==> config.mk <==
export PLATFORM = sky130hd
export DESIGN_NAME = alu_control_mc
export DESIGN_NICKNAME = d
export VERILOG_FILES = /design/src/rtl/alu_control_mc_pkg.sv /design/src/rtl/alu_decode_table.sv /design/src/rtl/alu_control_mc.sv
export SDC_FILE = /design/constraint.sdc
export NUM_CORES = 1
export LEC_CHECK = 0
export CORE_MARGIN = 2
export CORE_UTILIZATION = 35
export CTS_BUF_LIST = sky130_fd_sc_hd__clkbuf_8
export CTS_CLUSTER_DIAMETER = 150
export CTS_CLUSTER_SIZE = 25
export DETAILED_ROUTE_END_ITERATION = 8
export GPL_TIMING_DRIVEN = 0
export HOLD_SLACK_MARGIN = 0.08
export PLACE_DENSITY_LB_ADDON = 0.15
export SLEW_MARGIN = 10
export SYNTH_ARGS = -nofsm -noshare
export SYNTH_HDL_FRONTEND = slang
export SYNTH_SLANG_ARGS = --single-unit
==> constraint.sdc <==
create_clock -name clk -period 2 [get_ports clk]
set_input_delay 0.4 -clock clk [delete_from_list [all_inputs] [get_ports clk]]
set_output_delay 0.4 -clock clk [all_outputs]
set_load 0.1 [all_outputs]
==> src/rtl/alu_control_mc_pkg.sv <==
// Shared ALU control constants: operation selects, ALU_Op classes, funct7 patterns and FSM states.
// The ALU_CONTROL_M_EXT_EN macro (used by the decoder and top) enables multi-cycle multiply/divide.
package alu_control_mc_pkg;

  typedef logic [3:0] alu_sel_t;

  localparam alu_sel_t OP_ADD  = 4'b0000;
  localparam alu_sel_t OP_SUB  = 4'b0001;
  localparam alu_sel_t OP_AND  = 4'b0010;
  localparam alu_sel_t OP_OR   = 4'b0011;
  localparam alu_sel_t OP_XOR  = 4'b0100;
  localparam alu_sel_t OP_LUI  = 4'b0101;
  localparam alu_sel_t OP_SRL  = 4'b0110;
  localparam alu_sel_t OP_SLL  = 4'b0111;
  localparam alu_sel_t OP_SRA  = 4'b1000;
  localparam alu_sel_t OP_SLT  = 4'b1001;
  localparam alu_sel_t OP_SLTU = 4'b1010;
  localparam alu_sel_t OP_MUL  = 4'b1011;
  localparam alu_sel_t OP_MULH = 4'b1100;
  localparam alu_sel_t OP_DIV  = 4'b1101;
  localparam alu_sel_t OP_REM  = 4'b1110;

  localparam logic [2:0] CLS_R   = 3'b000;
  localparam logic [2:0] CLS_I   = 3'b001;
  localparam logic [2:0] CLS_MEM = 3'b010;
  localparam logic [2:0] CLS_BR  = 3'b011;
  localparam logic [2:0] CLS_LUI = 3'b100;

  localparam logic [6:0] F7_BASE = 7'b0000000;
  localparam logic [6:0] F7_ALT  = 7'b0100000;
  localparam logic [6:0] F7_MEXT = 7'b0000001;

  typedef enum logic {ST_IDLE, ST_BUSY} state_t;

  // funct3 -> operation for the base (non-alternate) encodings shared by R and I types
  function automatic alu_sel_t f3_to_op(input logic [2:0] f3);
    case (f3)
      3'b000:  return OP_ADD;
      3'b001:  return OP_SLL;
      3'b010:  return OP_SLT;
      3'b011:  return OP_SLTU;
      3'b100:  return OP_XOR;
      3'b101:  return OP_SRL;
      3'b110:  return OP_OR;
      default: return OP_AND;
    endcase
  endfunction

endpackage

==> src/rtl/alu_decode_table.sv <==
// Combinational ALU_Op/funct3/funct7 -> operation select decode; flags illegal and multi-cycle ops.
// M-extension entries exist only when ALU_CONTROL_M_EXT_EN is defined, otherwise they decode illegal.
module alu_decode_table
  import alu_control_mc_pkg::*;
#(
  parameter int ALU_OP_W = 3
) (
  input  logic [ALU_OP_W-1:0] alu_op_i,
  input  logic [2:0]          funct3_i,
  input  logic [6:0]          funct7_i,
  output alu_sel_t            op_o,
  output logic                illegal_o,
  output logic                md_o
);

  alu_sel_t op_raw;
  logic     bad;

  always_comb begin
    op_raw = OP_ADD;
    bad    = 1'b0;
    md_o   = 1'b0;
    if (alu_op_i == ALU_OP_W'(CLS_R)) begin
      if (funct7_i == F7_BASE) begin
        op_raw = f3_to_op(funct3_i);
      end else if (funct7_i == F7_ALT) begin
        if (funct3_i == 3'b000)      op_raw = OP_SUB;
        else if (funct3_i == 3'b101) op_raw = OP_SRA;
        else                         bad    = 1'b1;
`ifdef ALU_CONTROL_M_EXT_EN
      end else if (funct7_i == F7_MEXT) begin
        md_o = 1'b1;
        case (funct3_i)
          3'b000:  op_raw = OP_MUL;
          3'b001:  op_raw = OP_MULH;
          3'b100:  op_raw = OP_DIV;
          3'b110:  op_raw = OP_REM;
          default: begin
            bad  = 1'b1;
            md_o = 1'b0;
          end
        endcase
`endif
      end else begin
        bad = 1'b1;
      end
    end else if (alu_op_i == ALU_OP_W'(CLS_I)) begin
      // Immediate shifts are the only I-type encodings where funct7 matters
      if (funct3_i == 3'b001) begin
        if (funct7_i == F7_BASE) op_raw = OP_SLL;
        else                     bad    = 1'b1;
      end else if (funct3_i == 3'b101) begin
        if (funct7_i == F7_BASE)     op_raw = OP_SRL;
        else if (funct7_i == F7_ALT) op_raw = OP_SRA;
        else                         bad    = 1'b1;
      end else begin
        op_raw = f3_to_op(funct3_i);
      end
    end else if (alu_op_i == ALU_OP_W'(CLS_MEM)) begin
      op_raw = OP_ADD;
    end else if (alu_op_i == ALU_OP_W'(CLS_BR)) begin
      op_raw = OP_SUB;
    end else if (alu_op_i == ALU_OP_W'(CLS_LUI)) begin
      op_raw = OP_LUI;
    end else begin
      bad = 1'b1;
    end
  end

  assign op_o      = bad ? OP_ADD : op_raw;
  assign illegal_o = bad;

endmodule

==> src/rtl/alu_control_mc.sv <==
// ALU control with IDLE/BUSY FSM: single-cycle ops answer next cycle, M ops after MD_LATENCY cycles.
// ALU_CONTROL_M_EXT_EN enables multiply/divide; without it BUSY is unreachable and busy_o is 0.
module alu_control_mc
  import alu_control_mc_pkg::*;
#(
  parameter int ALU_OP_W   = 3,
  parameter int ALU_SEL_W  = 4,
  parameter int MD_LATENCY = 4
) (
  input  logic                 clk,
  input  logic                 reset,
  input  logic                 valid_i,
  input  logic [ALU_OP_W-1:0]  ALU_Op_i,
  input  logic [2:0]           funct3_i,
  input  logic [6:0]           funct7_i,
  input  logic                 flush_i,
  output logic                 ready_o,
  output logic                 valid_o,
  output logic                 busy_o,
  output logic                 illegal_o,
  output logic [ALU_SEL_W-1:0] ALU_Operation_o
);

  localparam int CNT_W = $clog2(MD_LATENCY);

  alu_sel_t dec_op;
  logic     dec_illegal;
  logic     dec_md;

  state_t               state_q;
  logic [CNT_W-1:0]     cnt_q;
  logic                 valid_q;
  logic                 illegal_q;
  logic [ALU_SEL_W-1:0] op_q;

  alu_decode_table #(.ALU_OP_W(ALU_OP_W)) u_decode (
    .alu_op_i  (ALU_Op_i),
    .funct3_i  (funct3_i),
    .funct7_i  (funct7_i),
    .op_o      (dec_op),
    .illegal_o (dec_illegal),
    .md_o      (dec_md)
  );

  always_ff @(posedge clk or posedge reset) begin
    if (reset) begin
      state_q   <= ST_IDLE;
      cnt_q     <= '0;
      valid_q   <= 1'b0;
      illegal_q <= 1'b0;
      op_q      <= '0;
    end else begin
      valid_q <= 1'b0;
      case (state_q)
        ST_IDLE: begin
          if (valid_i && !flush_i) begin
            op_q      <= ALU_SEL_W'(dec_op);
            illegal_q <= dec_illegal;
            if (dec_md) begin
              cnt_q   <= CNT_W'(MD_LATENCY - 1);
              state_q <= ST_BUSY;
            end else begin
              valid_q <= 1'b1;
            end
          end
        end
        ST_BUSY: begin
          // valid_q is raised one cycle early so it lines up with cnt_q reaching zero
          if (flush_i) begin
            cnt_q   <= '0;
            state_q <= ST_IDLE;
          end else if (cnt_q == '0) begin
            state_q <= ST_IDLE;
          end else begin
            cnt_q <= cnt_q - 1'b1;
            if (cnt_q == CNT_W'(1)) valid_q <= 1'b1;
          end
        end
      endcase
    end
  end

  assign ready_o         = (state_q == ST_IDLE);
  assign valid_o         = valid_q;
  assign illegal_o       = illegal_q;
  assign ALU_Operation_o = op_q;

`ifdef ALU_CONTROL_M_EXT_EN
  assign busy_o = (state_q == ST_BUSY);
`else
  assign busy_o = 1'b0;
`endif

endmodule

==> results of run 1 <==
## routing by layer
metal  GRT usage, %  up-vias  wire length, um
met5              0        -                0
met4          2.162        0                0
met3          7.037        0               77
met2          29.87       12              773
met1          20.41      316              719
li1               -      339                -
## metrics by stage
step                      setup slack, ns    TNS, ns  std cells  util (%)  total power (W)
after floorplan                    0.2494          0         82         -        0.0003750
after global placement            -0.2999    -0.7644        127     51.16        0.0004465
after detailed placement          -0.2733    -0.7576        127     51.16        0.0004494
after CTS                       -0.001624  -0.001624        131     53.54        0.0006514
after global routing             -0.05907    -0.1052        131     55.02        0.0006872
final                             0.01848          0        131     55.02        0.0006481
## cell families after synthesis
logic type | after synthesis | share of synthesized area [%]
simple gates | 32 | 26.84
compound gates | 21 | 22.24
buf+inv | 13 | 8.089
flops | 9 | 33.09
fa+ha+maj | 2 | 3.676
xor+xnor | 2 | 2.574
mux | 2 | 2.941
other cells | 1 | 0.5509
## flip-flops by register name, summed over array words and instances, names as in the netlist
signal           count
ALU_Operation_o      4
cnt_q                2
illegal_o            1
state_q              1
valid_o              1
## critical path, delay by kind of cell
kind | cells | cell delay [ns]
AO/OA/AOI/OAI | 3 | 0.63
AND/OR/NAND/NOR | 1 | 0.53
buffers and inverters | 2 | 0.54
## final cells by class
cell class | instances | area (um2)
fillers | 178 | 802.0
multi-input cells | 60 | 430.4
flip-flops and latches | 9 | 225.2
repair buffers | 20 | 187.7
clock buffers | 3 | 41.29
plain buffers | 5 | 31.28
well taps | 25 | 31.28
inverters | 8 | 30.03
clock inverters | 1 | 3.754
## synth_stat cells (all sizes together)
library cell	n	area (um2)
a2111oi	1	15.01
a211o	1	8.760
a21boi	1	7.510
a21oi	2	10.01
a221oi	1	15.01
a22oi	1	7.510
a31oi	1	6.260
and2	1	6.260
buf	3	17.52
clkbuf	2	7.510
conb	1	3.750
dfrtp	9	225.2
ha	2	25.02
inv	8	30.03
mux2i	2	20.02
nand2	4	15.01
nand2b	2	12.51
nand3	1	5.000
nand3b	2	15.01
nand4b	1	8.760
nor2	8	30.03
nor2b	2	12.51
nor3	4	20.02
nor3b	2	15.01
nor4	1	12.51
o21ai	8	40.04
o21bai	1	7.510
o311ai	1	8.760
o31ai	1	7.510
o41ai	2	17.52
or3	2	12.51
or4	1	7.510
or4b	1	10.01
xnor2	1	8.760
xor2	1	8.760
## timing repair
item                       CTS  global route
setup endpoints to repair    8             4
hold endpoints to repair     0             0
pin swaps                    0             3
resized for setup            9             8
## power by group through the flow
stage / registers [W] / clock network, W / logic (W)
after floorplan: 0.000302 / 0 / 0.0000727
after global placement: 0.000212 / 0 / 0.000235
after detailed placement: 0.000212 / 0 / 0.000237
after CTS: 0.000209 / 0.000212 / 0.000230
after global routing: 0.000211 / 0.000224 / 0.000252
final: 0.000209 / 0.000206 / 0.000233
## path summary, 6_finish.rpt
path	from	endpoint
worst max-delay path	funct7_i[6]	illegal_o
worst min-delay path	reset	valid_o
worst max register to register	state_q	illegal_o
worst min register to register	ALU_Operation_o[1]	ALU_Operation_o[1]
max in group asynchronous	reset	ALU_Operation_o[0]
min in group clk	ALU_Operation_o[1]	ALU_Operation_o[1]
==> flow_summary.json, run 1 <==
{
  "crit_fanout": 6,
  "cp-end-kind": "flip-flop",
  "postSynthCellCount": 82,
  "drt-initial-drc-count": 7,
  "holdWs_ns": 0.4362,
  "cts_root_buffer": "clkbuf_8",
  "grt_usage_pct": 17.15,
  "gp_congestion": 0.7318,
  "drc_errors": 0,
  "crit_path_max_incr_delay_ns": 0.53,
  "finalSetupViolations": 0,
  "boundaryPins": 25,
  "final_common_cell": "clkdlybuf4s50_1",
  "syn2layout_area_growth_pct": 44.12,
  "p_leak_nw": 0.4224,
  "vias": 667,
  "nNetsFinal": 126,
  "dr.pass1.iters": 4,
  "hpwl_um": 1210,
  "ys_seq_elements": 9,
  "seq_power_share_pct": 32.2,
  "p_per_area_mw_per_mm2": 660.7,
  "worstPathRequired_ns": 2.11,
  "placed_cell_area_um2": 912.1,
  "die_w_um": 48.10,
  "finalMaxSlewViolations": 0,
  "viasPerCell": 5.092,
  "grt_pass1_wl_um": 2753,
  "hold_class": "in2async",
  "status": "finished clean",
  "reg2reg_slack_ns": 0.60,
  "clkTransAtPathRegs_ns": 0.04,
  "pwr-share-clk_pct": 31.8,
  "tritoncts": "done",
  "drive_gt1_share_pct": 14.15,
  "intPower_w": 0.0004032,
  "grt_overflow": 0,
  "die_area_mm2": 0.002314,
  "tightest_slew_ns": 0.9533,
  "synth.cell_area_um2": 680.7,
  "yosysSeqAreaShare_pct": 33.09,
  "switchingPower_w": 0.0002450,
  "portBuffers": 20,
  "num_rows": 15,
  "skew_ns": 0.0004000,
  "numClockSinks": 9,
  "fin_area_um2": 980.9,
  "grt_start_max_net_pins": 11,
  "cts.hold.buffers_added": 0,
  "critPathSlowestCell": "or4_4",
  "combPwrFrac_pct": 35.9,
  "switching_share_pct": 37.80,
  "reg2reg_depth": 4,
  "detail-route-antenna-nets": 0,
  "fmax_mhz": 504.7,
  "finalWirelength_um": 1570,
  "cts_buffers": 3,
  "path_class": "in2reg",
  "period_minus_slack_ns": 1.982,
  "start_util_pct": 38.18,
  "fp.coreArea_mm2": 0.001783,
  "post-cts-setup-buffers": 0,
  "worstPathArrival_ns": 2.09,
  "min_period_over_period_pct": 99.08,
  "crit_chain": "clkdlybuf4s50_1 -> or4_4 -> buf_6 -> a2111oi_2 -> o41ai_1 -> a211o_1",
  "antenna_found_initial": 0,
  "clockBufferDepth": 2,
  "layout_common_cells": "clkdlybuf4s50_1 (13), dfrtp_1 (9), inv_1 (9)",
  "routedWlPerCell_um": 11.98,
  "mappedNetlistNets": 101,
  "startpoint_type": "primary input",
  "relSlewSlack_pct": 36.70,
  "synth-warning-count": 0,
  "vdd_drop_max_v": 0.0005744,
  "n_antenna_cell": 0,
  "h-tree-depth": 1,
  "synth_area_per_cell_um2": 8.301,
  "synth.distinct_cells": 36,
  "rsz0062_at_grt": "yes",
  "maxCapViolCount": 0,
  "die_h_um": 48.10,
  "first_global_vias": 680,
  "clk_latency_ns": 0.23,
  "final_hold_viol_count": 0
}
(Power assumes the default switching activity.)
==> run 2, diff against run 1 <==
--- a/config.mk
+++ b/config.mk
@@ -6,7 +6,7 @@
 export NUM_CORES = 1
 export LEC_CHECK = 0
 export CORE_MARGIN = 2
-export CORE_UTILIZATION = 35
+export CORE_UTILIZATION = 48
 export CTS_BUF_LIST = sky130_fd_sc_hd__clkbuf_8
 export CTS_CLUSTER_DIAMETER = 150
 export CTS_CLUSTER_SIZE = 25
==> flow_summary.json, run 2 (same netlist as run 1, synthesis figures left out) <==
{
  "status": "finished clean",
  "fin_cells": 121,
  "placed_cells": 117,
  "die_h_um": 41.66,
  "h-tree-depth": 1,
  "portBuffers": 20,
  "start_util_pct": 51.66,
  "worstPathArrival_ns": 2.04,
  "finalMaxSlewViolations": 0,
  "skew_ns": 0.001994,
  "largest_register_ffs": 4,
  "vias": 673,
  "clockBufferDepth": 2,
  "min_period_over_period_pct": 96.69,
  "period_minus_slack_ns": 1.934,
  "cts_buffers": 3,
  "n_antenna_cell": 0,
  "ff_latch_area_um2": 225.2,
  "topRoutingLayerUsed": "met3",
  "grt_start_max_net_pins": 11,
  "layout_common_cells": "dfrtp_1 (9), inv_1 (9), clkdlybuf4s50_1 (9)",
  "hold_class": "in2async",
  "startpoint_type": "primary input",
  "num_rows": 13,
  "tritoncts": "done",
  "fmax_mhz": 517.1,
  "relSlewSlack_pct": 36.82,
  "boundaryPins": 25,
  "antenna_found_initial": 0,
  "cts.hold.buffers_added": 0,
  "maxCapViolCount": 0,
  "dpl_worst_slack_ns": -0.2762,
  "grt_usage_pct": 19.38,
  "tightest_slew_ns": 0.9515,
  "viasPerCell": 5.562,
  "drc_errors": 0,
  "multi_input_area_um2": 450.4,
  "wl_met3_um": 103,
  "wl_met2_um": 769,
  "setup_slack_ns": 0.06612,
  "reg2reg_slack_ns": 0.59,
  "finalSetupViolations": 0,
  "worstPathRequired_ns": 2.11,
  "cts_root_buffer": "clkbuf_8",
  "grt_pass1_wl_um": 2642,
  "p_leak_nw": 0.4634,
  "drive_gt1_share_pct": 15.09,
  "drt-initial-drc-count": 11,
  "cp-end-kind": "flip-flop",
  "crit_fanout": 6,
  "path_class": "in2reg",
  "fill_cells": 100,
  "vdd_drop_max_v": 0.0006636,
  "syn2layout_area_growth_pct": 46.69,
  "holdWs_ns": 0.4356,
  "clkTransAtPathRegs_ns": 0.04,
  "post-cts-setup-buffers": 0,
  "final_core_util_pct": 75.78,
  "numClockSinks": 9,
  "finalWirelength_um": 1621,
  "dr.pass1.iters": 4,
  "die_w_um": 41.66,
  "final_hold_viol_count": 0,
  "rsz0062_at_grt": "no",
  "die_area_mm2": 0.001735,
  "fp.coreArea_mm2": 0.001318,
  "p_per_area_mw_per_mm2": 649.9,
  "routedWlPerCell_um": 13.40,
  "detail-route-antenna-nets": 0,
  "first_global_vias": 652,
  "hpwl_um": 1192,
  "nNetsFinal": 126,
  "met1_length_um": 747,
  "gp_congestion": 0.7658,
  "clk_latency_ns": 0.23,
  "grt_overflow": 0
}
==> run 2: cell count changes in the layout (fill, tap and decap cells not counted) <==
cell and delta:
dlymetal6s2s_1 +4, o41ai_1 -1, a2111oi_2 -1, a2111oi_4 +1, clkdlybuf4s50_1 -4, o41ai_2 +1
==> run 2: where the power goes <==
part,internal [W],switching [W]
Sequential,0.000200,0.00000896
Combinational,0.0000695,0.000168
Clock,0.000133,0.0000691
==> run 2: routing by layer <==
layer,GRT usage [%],vias up
met4,3.871,0
met5,0,-
met1,24.12,317
met2,31.87,19
li1,-,337
met3,7.391,0
==> run 2: final cells by class <==
cell class | count | area share, %
repair buffers | 20 | 19.80
multi-input cells | 60 | 45.11
clock inverters | 1 | 0.3759
inverters | 8 | 3.008
well taps | 15 | 1.880
flip-flops and latches | 9 | 22.56
clock buffers | 3 | 4.135
plain buffers | 5 | 3.133
==> run 2: metrics by stage <==
stage / setup TNS (ns) / cell area, um2 / power, W
floorplan: 0 / 680.7 / 0.0003750
global placement: -0.6861 / 899.6 / 0.0004444
detailed placement: -0.6805 / 899.6 / 0.0004487
CTS: -0.03301 / 940.9 / 0.0006486
global route: 0 / 998.5 / 0.0006849
finish: 0 / 998.5 / 0.0006489
==> run 2: worst paths after layout <==
| check | startpoint | endpoint | depth (start not counted) |
|---|---|---|---|
| min | reset | valid_o | 2 |
| max reg2reg | state_q | illegal_o | 4 |
| min in group clk | ALU_Operation_o[2] | ALU_Operation_o[2] | 2 |
| max in group asynchronous | reset | illegal_o | 2 |
| max | funct7_i[6] | illegal_o | 6 |
| min reg2reg | ALU_Operation_o[2] | ALU_Operation_o[2] | 2 |
==> run 2: what timing repair did <==
item / 4_1_cts / 5_1_grt
resized for setup: 8 / 15
endpoints found under the setup margin: 9 / 4
pin swaps: 0 / 7
==> run 2: critical path, cell delays in order <==
cell and delay (ns):
clkdlybuf4s50_1 0.40, or4_4 0.41, buf_6 0.15, a2111oi_4 0.29, o41ai_2 0.12, a211o_1 0.27
